<file path="config.mk">
export PLATFORM = sky130hd
export DESIGN_NAME = midi_route_sched_flat
export DESIGN_NICKNAME = d
export VERILOG_FILES = /design/src/rtl/midi_route_sched_if.sv /design/src/rtl/midi_route_sched.sv /design/src/flat_wrapper.sv
export SDC_FILE = /design/constraint.sdc
export NUM_CORES = 1
export LEC_CHECK = 0
export CELL_PAD_IN_SITES_DETAIL_PLACEMENT = 1
export CELL_PAD_IN_SITES_GLOBAL_PLACEMENT = 1
export CORE_ASPECT_RATIO = 0.75
export CORE_MARGIN = 3
export CORE_UTILIZATION = 37
export DETAILED_ROUTE_END_ITERATION = 7
export MAX_ROUTING_LAYER = met4
export PLACE_DENSITY = 0.93
export SYNTH_ARGS = -nofsm -noshare
export SYNTH_HDL_FRONTEND = slang
export SYNTH_SLANG_ARGS = --single-unit
</file>
<file path="constraint.sdc">
create_clock -name clk -period 17.1 [get_ports clk]
set_input_delay 3.42 -clock clk [delete_from_list [all_inputs] [get_ports clk]]
set_output_delay 3.42 -clock clk [all_outputs]
set_load 0.02 [all_outputs]
</file>
<file path="src/rtl/midi_route_sched_if.sv">
// midi_route_sched_if
// Bundles the signals between the scheduler and the midi_port array.
// master: the scheduler. It reads the receive FIFO flags and data and the
//         transmitter ready flags, and it drives the read strobes and the
//         per-destination transmit bus.
// slave : the port array (or a testbench standing in for it).
// Signals (PORTS ports, byte lanes of 8 bits, port-number lanes of 4 bits):
//   rx_empty  [PORTS]      receive FIFO empty flags
//   rx_rden   [PORTS]      one-hot FIFO read strobe
//   rxdata    [PORTS*8]    FIFO read data, port p at [p*8+:8]
//   tx_ready  [PORTS]      transmitter can accept a byte
//   txdv      [PORTS]      per-destination data-valid pulse
//   txdata    [PORTS*8]    byte per destination
//   txcurport [PORTS*4]    source port number per destination
interface midi_route_sched_if #(
  parameter int PORTS = 4
);
  logic [PORTS-1:0]   rx_empty;
  logic [PORTS-1:0]   rx_rden;
  logic [PORTS*8-1:0] rxdata;
  logic [PORTS-1:0]   tx_ready;
  logic [PORTS-1:0]   txdv;
  logic [PORTS*8-1:0] txdata;
  logic [PORTS*4-1:0] txcurport;

  modport master (
    input  rx_empty, rxdata, tx_ready,
    output rx_rden, txdv, txdata, txcurport
  );

  modport slave (
    output rx_empty, rxdata, tx_ready,
    input  rx_rden, txdv, txdata, txcurport
  );
endinterface

</file>
<file path="src/rtl/midi_route_sched.sv">
// midi_route_sched
// Round-robin scheduler moving received MIDI bytes from the per-port receive
// FIFOs to the transmitters of the other ports. One byte is in flight at a
// time: it is popped, latched together with its destination mask, held until
// every destination is ready, then presented to all destinations at once.
// Ports:
//   clk        system clock, rising edge
//   rst        synchronous reset, active low
//   bus        midi_route_sched_if.master (FIFO side and transmit side)
//   route_map  destination mask per source, source s at [s*PORTS+:PORTS]
//   busy       1 whenever the scheduler is not scanning
//   drop_cnt   saturating count of bytes that had no destination
module midi_route_sched #(
  parameter int PORTS = 4
) (
  input  logic                   clk,
  input  logic                   rst,
  midi_route_sched_if.master     bus,
  input  logic [PORTS*PORTS-1:0] route_map,
  output logic                   busy,
  output logic [7:0]             drop_cnt
);

  typedef enum logic [2:0] {SCAN, READ, LATCH, WAIT, SEND} state_t;

  state_t             state;
  state_t             next_state;
  logic [3:0]         ptr;
  logic [3:0]         src;
  logic [3:0]         src_next;
  logic [3:0]         scan_port;
  logic               scan_found;
  int                 scan_dist;
  int                 scan_best;
  logic [PORTS-1:0]   src_onehot;
  logic [PORTS-1:0]   live_mask;
  logic [PORTS-1:0]   send_mask;
  logic [PORTS-1:0]   mask_q;
  logic [7:0]         live_byte;
  logic [7:0]         send_byte;
  logic [7:0]         data_q;
  logic               all_ready;
  logic [PORTS-1:0]   rden;
  logic [PORTS-1:0]   dv;
  logic [PORTS*8-1:0] txdata_q;
  logic [PORTS*4-1:0] txcurport_q;

  // Pick the non-empty port closest to ptr going upwards with wrap-around.
  // Measuring the wrapped distance per port avoids a variable-index search.
  always_comb begin
    scan_port = '0;
    scan_best = PORTS;
    scan_dist = 0;
    for (int p = 0; p < PORTS; p++) begin
      if (!bus.rx_empty[p]) begin
        scan_dist = p - int'(ptr);
        if (scan_dist < 0) scan_dist = scan_dist + PORTS;
        if (scan_dist < scan_best) begin
          scan_best = scan_dist;
          scan_port = 4'(p);
        end
      end
    end
  end

  assign scan_found = |(~bus.rx_empty);

  // Decode the current source into its strobe, its FIFO data lane and its
  // route entry; the source never routes back to itself.
  always_comb begin
    src_onehot = '0;
    live_byte  = '0;
    live_mask  = '0;
    for (int p = 0; p < PORTS; p++) begin
      if (src == 4'(p)) begin
        src_onehot[p] = 1'b1;
        live_byte     = bus.rxdata[p*8 +: 8];
        live_mask     = route_map[p*PORTS +: PORTS];
      end
    end
    live_mask = live_mask & ~src_onehot;
  end

  assign src_next = (src == 4'(PORTS-1)) ? 4'd0 : src + 4'd1;

  // In LATCH the byte and mask come straight from the FIFO and route map so
  // a fully ready destination set skips WAIT; afterwards the latched copy is
  // used so route_map changes cannot touch the byte in flight.
  assign send_mask = (state == LATCH) ? live_mask : mask_q;
  assign send_byte = (state == LATCH) ? live_byte : data_q;
  assign all_ready = (bus.tx_ready & send_mask) == send_mask;

  // Next-state and strobe outputs.
  always_comb begin
    next_state = state;
    rden       = '0;
    dv         = '0;
    busy       = 1'b1;
    case (state)
      SCAN: begin
        busy = 1'b0;
        if (scan_found) next_state = READ;
      end
      READ: begin
        rden       = src_onehot;
        next_state = LATCH;
      end
      LATCH: begin
        if (live_mask == '0)  next_state = SCAN;
        else if (all_ready)   next_state = SEND;
        else                  next_state = WAIT;
      end
      WAIT: begin
        if (all_ready) next_state = SEND;
      end
      SEND: begin
        dv         = mask_q;
        next_state = SCAN;
      end
      default: next_state = SCAN;
    endcase
  end

  // State, pointer, latched byte and held transmit lanes. The transmit lanes
  // load on the edge entering SEND so they are valid alongside txdv.
  always_ff @(posedge clk) begin
    if (!rst) begin
      state       <= SCAN;
      ptr         <= '0;
      src         <= '0;
      data_q      <= '0;
      mask_q      <= '0;
      drop_cnt    <= '0;
      txdata_q    <= '0;
      txcurport_q <= '0;
    end else begin
      state <= next_state;
      case (state)
        SCAN: begin
          if (scan_found) src <= scan_port;
        end
        LATCH: begin
          data_q <= live_byte;
          mask_q <= live_mask;
          if (live_mask == '0) begin
            if (drop_cnt != 8'hFF) drop_cnt <= drop_cnt + 8'd1;
            ptr <= src_next;
          end
        end
        SEND: begin
          ptr <= src_next;
        end
        default: ;
      endcase
      if (next_state == SEND) begin
        for (int p = 0; p < PORTS; p++) begin
          if (send_mask[p]) begin
            txdata_q[p*8 +: 8]    <= send_byte;
            txcurport_q[p*4 +: 4] <= src;
          end
        end
      end
    end
  end

  assign bus.rx_rden   = rden;
  assign bus.txdv      = dv;
  assign bus.txdata    = txdata_q;
  assign bus.txcurport = txcurport_q;

endmodule

</file>
<file path="src/flat_wrapper.sv">
// flat-port wrapper written by rule: the top's interface ports become plain ports
module midi_route_sched_flat 
#(
  parameter int PORTS = 4
)
  (clk, rst, route_map, busy, drop_cnt, bus_rx_empty, bus_rxdata, bus_tx_ready, bus_rx_rden, bus_txdv, bus_txdata, bus_txcurport);
  midi_route_sched_if #(.PORTS(PORTS)) bus_i ();
  input  logic clk;
  input  logic rst;
  input  logic [PORTS*PORTS-1:0] route_map;
  output logic busy;
  output logic [7:0] drop_cnt;
  input wire logic [$bits(bus_i.rx_empty)-1:0] bus_rx_empty;
  input wire logic [$bits(bus_i.rxdata)-1:0] bus_rxdata;
  input wire logic [$bits(bus_i.tx_ready)-1:0] bus_tx_ready;
  output wire logic [$bits(bus_i.rx_rden)-1:0] bus_rx_rden;
  output wire logic [$bits(bus_i.txdv)-1:0] bus_txdv;
  output wire logic [$bits(bus_i.txdata)-1:0] bus_txdata;
  output wire logic [$bits(bus_i.txcurport)-1:0] bus_txcurport;
  assign bus_i.rx_empty = bus_rx_empty;
  assign bus_i.rxdata = bus_rxdata;
  assign bus_i.tx_ready = bus_tx_ready;
  assign bus_rx_rden = bus_i.rx_rden;
  assign bus_txdv = bus_i.txdv;
  assign bus_txdata = bus_i.txdata;
  assign bus_txcurport = bus_i.txcurport;
  midi_route_sched #(.PORTS(PORTS)) u_core (.clk(clk), .rst(rst), .bus(bus_i), .route_map(route_map), .busy(busy), .drop_cnt(drop_cnt));
endmodule
</file>
# == Word level (Yosys, flattened, before mapping) ==
# Cells that the tools add are included.
# op_classes
n_addsub,10
n_lt_le_gt_ge,8
n_eq_ne,11
n_mux,45
bitwise_logic,4
n_reduce_logical,12
# op_table
operator,n
$mux W32,14
$add A32 B4 Y32 const B,4
$lt A32 B1 Y1 const B,4
$lt A32 B32 Y1,3
$mux W4,14
$mux W8,5
$lt A32 B4 Y1 const B,1
$mux W3,4
$pmux W3 S4,1
$reduce_and A2 Y1,6
$sub A1 B4 Y5 const A,2
$sub A2 B4 Y5 const A,2
$add A8 B1 Y8 const B,1
$and A4 B4 Y4,2
$eq A4 B2 Y1 const B,2
$logic_not A4 Y1,2
$ne A8 B8 Y1 const B,1
$not A4 Y4,2
$pmux W4 S2,1
$eq A3 B2 Y1 const B,2
$eq A3 B3 Y1 const B,2
$mux W1,6
$add A4 B1 Y4 const B,1
$eq A4 B1 Y1 const B,1
other kinds (7),7
# totals
register_bits,79
in_bits,58
out_inout_bits,65
elab_cells,104

# == Logic depth before layout (Yosys ltp) ==
# Gate-level depths: netlist of the first run.
# logic_depth
ltp_word,16
depth_mapped,26
ltp_nobuf,26

# == Worst setup path before layout of the first run ==
# No wires, ideal clock.
# synth_timing
kind,in2reg
startpoint,input bus_rx_empty[0]
endpoint,register u_core.src[0]
setup_ns,0.074
arrival_time_ns,6.971
t_required_ns,17.026
setup_slack_ns,10.054
cell_stages,20
n_path_buf,0
cell_sequence,nor2_1 nand2_1 ha_1 or4b_1 a21oi_1 o21ai_0 mux2_2 ha_1 o211ai_1 nor2_1 nand2_1 o21ai_1 nand2_1 o21ai_0 ha_1 or2_2 o311ai_0 o31ai_1 mux2_2 a31oi_1
# synth_via
elab_chain_cells,10
elab_cells_between_ends,17
cone_classes,order compare (3); mux (11); bitwise (1); reduce/logical (2)
# synth_rtl
item,line_no,source
from (decl),flat_wrapper.sv:13,input wire logic [$bits(bus_i.rx_empty)-1:0] bus_rx_empty;
$mux W32,midi_route_sched.sv:55,if (!bus.rx_empty[p]) begin
$lt A32 B32 Y1,midi_route_sched.sv:58,if (scan_dist < scan_best) begin
$mux W32,midi_route_sched.sv:58,
$mux W32,midi_route_sched.sv:55,
$lt A32 B32 Y1,midi_route_sched.sv:58,
$mux W32,midi_route_sched.sv:58,
$mux W32,midi_route_sched.sv:55,
$lt A32 B32 Y1,midi_route_sched.sv:58,
$mux W4,midi_route_sched.sv:58,
$mux W4,midi_route_sched.sv:55,
to (signal assigned),midi_route_sched.sv:140,if (scan_found) src <= scan_port;
to (decl),midi_route_sched.sv:29,logic [3:0] src;
# Several ways; a longest one is shown, not always the timed one.
# A chain may end at the register's enable or synchronous reset.

# == Worst setup path after layout of the first run ==
# Same ends and word-level chain as after synthesis.

==> results of run 1 <==
[worst max-delay path, stage by stage]
cell	delay (ns)
sky130_fd_sc_hd__clkdlybuf4s50_1	0.50
sky130_fd_sc_hd__nor2_1	0.32
sky130_fd_sc_hd__nand2_1	0.13
sky130_fd_sc_hd__ha_1	0.21
sky130_fd_sc_hd__or4b_1	0.46
sky130_fd_sc_hd__a21oi_1	0.31
sky130_fd_sc_hd__o21ai_0	0.23
sky130_fd_sc_hd__mux2_2	0.34
sky130_fd_sc_hd__ha_1	0.31
sky130_fd_sc_hd__o211ai_1	0.08
sky130_fd_sc_hd__nor2_1	0.09
sky130_fd_sc_hd__nand2_1	0.08
sky130_fd_sc_hd__o21ai_1	0.31
sky130_fd_sc_hd__o21ai_0	0.13
sky130_fd_sc_hd__ha_1	0.32
sky130_fd_sc_hd__or2_2	0.29
sky130_fd_sc_hd__o311ai_0	0.12
sky130_fd_sc_hd__o31ai_1	0.14
sky130_fd_sc_hd__mux2_2	0.29
sky130_fd_sc_hd__a31oi_1	0.17
[synthesized netlist by cell type, types with 3 or more instances]
cell type | instances | area share [%]
sky130_fd_sc_hd__nand2_1 | 69 | 6.7
sky130_fd_sc_hd__dfxtp_1 | 67 | 35
sky130_fd_sc_hd__mux2i_1 | 47 | 12
sky130_fd_sc_hd__ha_1 | 27 | 8.8
sky130_fd_sc_hd__inv_1 | 26 | 2.5
sky130_fd_sc_hd__nor2_1 | 23 | 2.2
sky130_fd_sc_hd__a21oi_1 | 19 | 2.5
sky130_fd_sc_hd__o211ai_1 | 16 | 3.1
sky130_fd_sc_hd__clkbuf_1 | 12 | 1.2
sky130_fd_sc_hd__nor2b_1 | 11 | 1.8
sky130_fd_sc_hd__and2_1 | 9 | 1.5
sky130_fd_sc_hd__buf_4 | 8 | 1.6
sky130_fd_sc_hd__nand3b_1 | 8 | 1.6
sky130_fd_sc_hd__a211oi_1 | 6 | 1.2
sky130_fd_sc_hd__a221oi_1 | 6 | 1.4
sky130_fd_sc_hd__buf_6 | 6 | 1.8
sky130_fd_sc_hd__buf_2 | 5 | 0.65
sky130_fd_sc_hd__nor3_2 | 5 | 1.3
sky130_fd_sc_hd__o21ai_0 | 5 | 0.65
sky130_fd_sc_hd__o311ai_0 | 5 | 1.1
sky130_fd_sc_hd__nand3_1 | 4 | 0.52
sky130_fd_sc_hd__or2_2 | 4 | 0.65
sky130_fd_sc_hd__xnor2_1 | 4 | 0.91
sky130_fd_sc_hd__and3_1 | 3 | 0.49
sky130_fd_sc_hd__nand2b_1 | 3 | 0.49
sky130_fd_sc_hd__nor3b_1 | 3 | 0.58
[metal layers]
metal  routed length (um)  up-vias
li1                     -     1708
met5                    0        -
met4                  382        0
met2                 6090      114
met1                 5550     1727
met3                  622       24
[stage by stage]
step                      util (%)  area [um^2]  setup slack, ns
final                         53.6         5300             9.10
after CTS                     53.6         5300             9.18
after detailed placement      50.3         4970             8.92
after global routing          53.6         5300             8.81
after global placement        50.3         4970             9.10
after floorplan                  -         3890            10.05
[worst max path at each step]
stage	from	end	slack (ns)	cells past startpoint
2_1_floorplan	bus_rx_empty[0]	u_core.src[0]$_SDFFE_PN0P_	10.05	20
3_5_place_dp	bus_rx_empty[0]	u_core.src[0]$_SDFFE_PN0P_	8.92	20
5_1_grt	bus_rx_empty[0]	u_core.src[0]$_SDFFE_PN0P_	8.81	20
6_report	bus_rx_empty[0]	u_core.src[0]$_SDFFE_PN0P_	9.10	20
3_3_place_gp	bus_rx_empty[0]	u_core.src[0]$_SDFFE_PN0P_	9.10	20
4_1_cts	bus_rx_empty[0]	u_core.src[0]$_SDFFE_PN0P_	9.18	20
[registers in the layout, indices dropped and copies added, names as in the netlist]
| register | cells |
|---|---|
| u_core.state | 3 |
| u_core.bus.txcurport | 8 |
| u_core.bus.txdata | 32 |
| u_core.mask_q | 4 |
| u_core.drop_cnt | 8 |
| u_core.ptr | 2 |
| u_core.src | 2 |
| u_core.data_q | 8 |
[cell families after synthesis]
kind of cell	Yosys count	synth area share, %
DFF	67	34.7
muxes	49	12.8
and+or+nand+nor	156	21.0
xor gates and xnor gates	4	0.908
AOI/OAI and AO/OA	73	14.1
adders and majority gates	27	8.75
buffers and inverters	57	7.65
other	1	0.0972
[layout make-up]
type / count / area share, %
clock buffer: 9 / 4.25
tap: 132 / 3.12
clock inverter: 7 / 1.89
inverter: 26 / 1.84
timing repair buffer: 112 / 21.0
multi-input combinational: 319 / 42.6
sequential: 67 / 25.3
[power by group]
part           internal, mW  switching (mW)
clock network         0.129          0.0743
registers             0.166         0.00988
logic                 0.104           0.164
==> flow_metrics.py, run 1 <==
metrics = {
    "outcome": {
        "run_status": "complete, no violations",
    },
    "clock_tree": {
        "cts_resized": 0,
        "tritoncts": "built",
        "cts_root_buffer": "sky130_fd_sc_hd__clkbuf_16",
        "cts_post_setup_buffers_inserted": 0,
        "cts.clk_slew.worst_paths_ns": 0.07,
        "cts_num_sinks": 67,
        "htree_levels": 3,
        "cts_max_path_buffers": 2,
        "cts_inserted_buffers": 9,
        "post_cts_hold_buffer_count": 0,
        "clock_insertion_delay_worst_skew_ns": 0.34,
    },
    "worst_setup_path": {
        "worst-endpoint-arrival_ns": 8.26,
        "critPathLaunchType": "primary input",
        "r2r_setup_slack_ns": 10.72,
        "r2r-start": "u_core.ptr[0]$_SDFFE_PN0P_",
        "worstPathMaxFanout": 5,
        "crit-reg2reg-capture": "u_core.src[0]$_SDFFE_PN0P_",
        "path_class": "primary input to register",
        "worst-endpoint-required_ns": 17.36,
        "worstRegToRegCells": 25,
        "critical_path.endpoint_type": "register",
    },
    "placement": {
        "placedCellCount": 656,
        "dp_hpwl_um": 9320,
        "io_buffers": 110,
        "place_congestion": 0.895,
    },
    "global_route": {
        "vias_in_the_first_global_route": 3852,
        "grt_max_degree": 58,
        "groute.layer.met3.usage_pct": 4.79,
        "globalRoute.busiestLayer": "met2",
        "grt_first_pass_wirelength_um": 20200,
        "antenna_found_initial": 0,
        "grt_usage_pct": 23.0,
        "grt_util_met2_pct": 37.3,
        "grt_remaining_overflow": 0,
        "gr-usage-met1_pct": 28.5,
    },
    "pwr": {
        "ir_drop_mv": 0.0688,
        "total_power_divided_by_cell_area_nw_per_um2": 122,
        "leakage_nw": 1.97,
        "power_uw": 647,
    },
    "floorplan": {
        "die_width_um": 124,
        "starting_utilization_of_the_core_area_pct": 39.0,
        "top_level_ports": 123,
        "placeableCoreArea_um2": 9890,
        "die-area_um2": 11700,
        "die_h_um": 94.5,
        "placement_row_count": 31,
    },
    "routing": {
        "wire_per_inst_um": 18.8,
        "remaining_drc_errors": 0,
        "drt-pass1-iter-count": 4,
        "vias": 3573,
        "drt-total-wl_um": 12600,
        "drt.antenna.violating_nets": 0,
        "first_iter_violations": 243,
        "avgViaCountPerCell": 5.32,
    },
    "yosys": {
        "synth_edf_count": 0,
        "synth.distinct_cells": 53,
        "syn_area_um2": 3860,
        "async_reset_ff_share_pct": 0,
        "synth_flop_cell": "sky130_fd_sc_hd__dfxtp_1",
        "postSynthRegisterBits": 67,
        "syn_avg_cell_area_um2": 8.89,
        "yosysSeqAreaShare_pct": 34.7,
        "syn_inst": 434,
        "number_of_warnings_reported_in_the_yosys_synthesis_log": 0,
    },
    "sta": {
        "min_period_ns": 8.00,
        "timing.final.hold_violations": 0,
        "whs_ns": 0.460,
        "skew_ns": 0.0107,
        "setup_viol_count_final": 0,
        "timing.fmax_ghz": 0.125,
        "slew_violations": 0,
        "grt_setup_unrepaired": "false",
        "worst_pin_slew_ns": 1.26,
        "timing.max_slew.rel_slack_pct": 15.5,
        "final_worst_path_cycle_share_pct": 46.8,
        "finalSetupTns_ns": 0,
    },
    "final_layout": {
        "antennaDiodeCount": 0,
        "final_cell_count_no_fill": 672,
        "synthToLayoutAreaGrowth_pct": 37.2,
        "ff_latch_area_um2": 1340,
        "final_net_count": 620,
        "layout.filler_cells": 1142,
        "drive_gt1_share_pct": 6.85,
        "layout_common_cells": "sky130_fd_sc_hd__clkdlybuf4s50_1 (109), sky130_fd_sc_hd__nand2_1 (69), sky130_fd_sc_hd__dfxtp_1 (67), sky130_fd_sc_hd__mux2i_1 (47), sky130_fd_sc_hd__ha_1 (27)",
        "multi_input_gate_area_um2": 2260,
        "layout_commonest_cell": "sky130_fd_sc_hd__clkdlybuf4s50_1",
    },
    "worst_hold_path": {
        "timing.hold.worst.class": "register to register",
        "min_from": "u_core.bus.txdata[29]$_SDFFE_PN0P_",
        "count_of_cells_along_the_worst_hold_path": 2,
        "holdPathEnd": "u_core.bus.txdata[29]$_SDFFE_PN0P_",
    },
    "job": {
        "max_cap_viol_count": 0,
    },
}
Note: power is estimated with default switching activity, not from simulation.
==> inputs of run 2 (changes only) <==
--- a/config.mk
+++ b/config.mk
@@ -9,10 +9,10 @@
 export CELL_PAD_IN_SITES_GLOBAL_PLACEMENT = 1
 export CORE_ASPECT_RATIO = 0.75
 export CORE_MARGIN = 3
-export CORE_UTILIZATION = 37
+export CORE_UTILIZATION = 31
 export DETAILED_ROUTE_END_ITERATION = 7
 export MAX_ROUTING_LAYER = met4
-export PLACE_DENSITY = 0.93
+export PLACE_DENSITY = 0.84
 export SYNTH_ARGS = -nofsm -noshare
 export SYNTH_HDL_FRONTEND = slang
 export SYNTH_SLANG_ARGS = --single-unit
==> constraint.sdc (replaced) <==
create_clock -name clk -period 6.9 [get_ports clk]
set_input_delay 1.38 -clock clk [delete_from_list [all_inputs] [get_ports clk]]
set_output_delay 1.38 -clock clk [all_outputs]
set_load 0.02 [all_outputs]
==> run 2 against run 1 <==
Compared with the run above: setup slack worse by 8.5 ns; die area is 18% higher; hold slack got worse by 0.0037 ns; largest power group unchanged; largest cell class unchanged.
==> flow_metrics.py, run 2 (synthesis gave the netlist of run 1 again) <==
metrics = {
    "global_route": {
        "gr-usage-met1_pct": 22.0,
        "grt_first_pass_wirelength_um": 18600,
        "vias_in_the_first_global_route": 3720,
        "grt_usage_pct": 17.4,
        "grt_util_met2_pct": 28.6,
        "groute.layer.met3.usage_pct": 3.80,
        "grt_max_degree": 58,
        "antenna_found_initial": 0,
        "globalRoute.busiestLayer": "met2",
        "grt_remaining_overflow": 0,
    },
    "floorplan": {
        "die-area_um2": 13800,
        "placeableCoreArea_um2": 11900,
        "placement_row_count": 34,
        "die_width_um": 135,
        "top_level_ports": 123,
        "die_h_um": 103,
        "starting_utilization_of_the_core_area_pct": 32.5,
    },
    "clock_tree": {
        "clock_insertion_delay_worst_skew_ns": 0.33,
        "cts.clk_slew.worst_paths_ns": 0.05,
        "cts_root_buffer": "sky130_fd_sc_hd__clkbuf_16",
        "tritoncts": "built",
        "post_cts_hold_buffer_count": 0,
        "cts_num_sinks": 67,
        "cts_inserted_buffers": 9,
        "cts_max_path_buffers": 2,
        "cts_resized": 0,
        "htree_levels": 3,
        "cts_post_setup_buffers_inserted": 0,
    },
    "sta": {
        "skew_ns": 0.00724,
        "grt_setup_unrepaired": "false",
        "setup_viol_count_final": 0,
        "worst_pin_slew_ns": 1.19,
        "slew_violations": 0,
        "timing.max_slew.rel_slack_pct": 20.2,
        "min_period_ns": 6.26,
        "final_worst_path_cycle_share_pct": 90.7,
        "finalSetupTns_ns": 0,
        "timing.fmax_ghz": 0.160,
        "timing.final.hold_violations": 0,
        "whs_ns": 0.456,
    },
    "final_layout": {
        "max_reg_flops": 32,
        "layout_common_cells": "sky130_fd_sc_hd__clkdlybuf4s50_1 (109), sky130_fd_sc_hd__nand2_1 (69), sky130_fd_sc_hd__dfxtp_1 (67), sky130_fd_sc_hd__mux2i_1 (47), sky130_fd_sc_hd__ha_1 (27)",
        "synthToLayoutAreaGrowth_pct": 37.5,
        "drive_gt1_share_pct": 6.68,
        "fin_util_pct": 44.7,
        "layout.filler_cells": 1375,
        "layout_commonest_cell": "sky130_fd_sc_hd__clkdlybuf4s50_1",
        "antennaDiodeCount": 0,
        "final_cell_count_no_fill": 701,
        "final_net_count": 619,
    },
    "job": {
        "max_cap_viol_count": 0,
    },
    "worst_setup_path": {
        "path_class": "register to register",
        "critical_path.endpoint_type": "register",
        "critPathLaunchType": "register",
        "worst-endpoint-arrival_ns": 6.51,
        "worst-endpoint-required_ns": 7.15,
        "worstPathMaxFanout": 6,
    },
    "routing": {
        "drt.antenna.violating_nets": 0,
        "remaining_drc_errors": 0,
        "first_iter_violations": 120,
        "vias": 3502,
        "drt-pass1-iter-count": 4,
        "wire_per_inst_um": 16.7,
        "avgViaCountPerCell": 5.00,
        "drt-total-wl_um": 11700,
    },
    "worst_hold_path": {
        "timing.hold.worst.class": "register to register",
    },
    "placement": {
        "placedCellCount": 685,
        "place_congestion": 0.895,
        "dp_hpwl_um": 8890,
        "io_buffers": 110,
    },
    "pwr": {
        "power_mw": 1.54,
        "total_power_divided_by_cell_area_nw_per_um2": 290,
        "ir_drop_mv": 0.113,
        "leakage_nw": 1.95,
    },
    "outcome": {
        "run_status": "complete, no violations",
    },
}
-- run 2: changes by cell type in the layout (fill, tap and decap cells not counted), sizes merged --
cell      before  now
clkinv         3    4
bufinv         2    1
clkbuf         9   10
inv           28   26
clkinvlp       0    1
buf            3    2
-- run 2: metrics by stage --
step | setup WS, ns | area (um^2)
after global routing | 0.287 | 5310
after detailed placement | 0.729 | 5000
after floorplan | 1.55 | 3890
after CTS | 0.725 | 5310
after global placement | 0.986 | 5000
final | 0.639 | 5310
-- run 2: critical path, stage by stage (launching register included) --
cell,delay [ns]
sky130_fd_sc_hd__dfxtp_1,0.43
sky130_fd_sc_hd__inv_1,0.13
sky130_fd_sc_hd__ha_1,0.25
sky130_fd_sc_hd__inv_1,0.12
sky130_fd_sc_hd__ha_1,0.26
sky130_fd_sc_hd__or3_1,0.38
sky130_fd_sc_hd__ha_1,0.33
sky130_fd_sc_hd__nor2_1,0.28
sky130_fd_sc_hd__nand2_1,0.14
sky130_fd_sc_hd__ha_1,0.21
sky130_fd_sc_hd__or4b_1,0.47
sky130_fd_sc_hd__a21oi_1,0.34
sky130_fd_sc_hd__o21ai_0,0.22
sky130_fd_sc_hd__mux2_2,0.33
sky130_fd_sc_hd__ha_1,0.28
sky130_fd_sc_hd__o211ai_1,0.08
sky130_fd_sc_hd__nor2_1,0.11
sky130_fd_sc_hd__nand2_1,0.09
sky130_fd_sc_hd__o21ai_1,0.28
sky130_fd_sc_hd__nand2_1,0.09
sky130_fd_sc_hd__o21ai_0,0.09
sky130_fd_sc_hd__ha_1,0.27
sky130_fd_sc_hd__or2_2,0.28
sky130_fd_sc_hd__o311ai_0,0.13
sky130_fd_sc_hd__o31ai_1,0.15
sky130_fd_sc_hd__mux2_2,0.28
sky130_fd_sc_hd__a31oi_1,0.15
-- run 2: path summary, 6_finish.rpt --
| check | slack, ns | from | depth (start not counted) | end |
|---|---|---|---|---|
| setup / recovery | 0.64 | u_core.ptr[0]$_SDFFE_PN0P_ | 26 | u_core.src[0]$_SDFFE_PN0P_ |
| hold / removal | 0.46 | u_core.bus.txdata[7]$_SDFFE_PN0P_ | 2 | u_core.bus.txdata[7]$_SDFFE_PN0P_ |
| setup reg to reg | 0.64 | u_core.ptr[0]$_SDFFE_PN0P_ | 26 | u_core.src[0]$_SDFFE_PN0P_ |
| hold reg to reg | 0.46 | u_core.bus.txdata[7]$_SDFFE_PN0P_ | 2 | u_core.bus.txdata[7]$_SDFFE_PN0P_ |
-- run 2: area by class of cell --
cell class | count | area (um^2) | share of cell area, %
inverter | 26 | 97.6 | 1.84
timing repair buffer | 111 | 1100 | 20.8
sequential | 67 | 1340 | 25.3
multi-input combinational | 319 | 2260 | 42.5
clock inverter | 6 | 65.1 | 1.23
clock buffer | 10 | 239 | 4.50
tap | 162 | 203 | 3.82
-- run 2: routing by layer --
metal / share of wire, % / wire (um)
met2: 47 / 5500
met4: 1.4 / 169
met1: 46 / 5390
met5: 0 / 0
met3: 5.6 / 662
-- run 2: power breakdown --
group          switching, mW  internal [mW]  leakage (nW)
logic                  0.392          0.255          1.26
registers             0.0230          0.411         0.541
clock network          0.170          0.289         0.148
total                  0.585          0.956          1.95
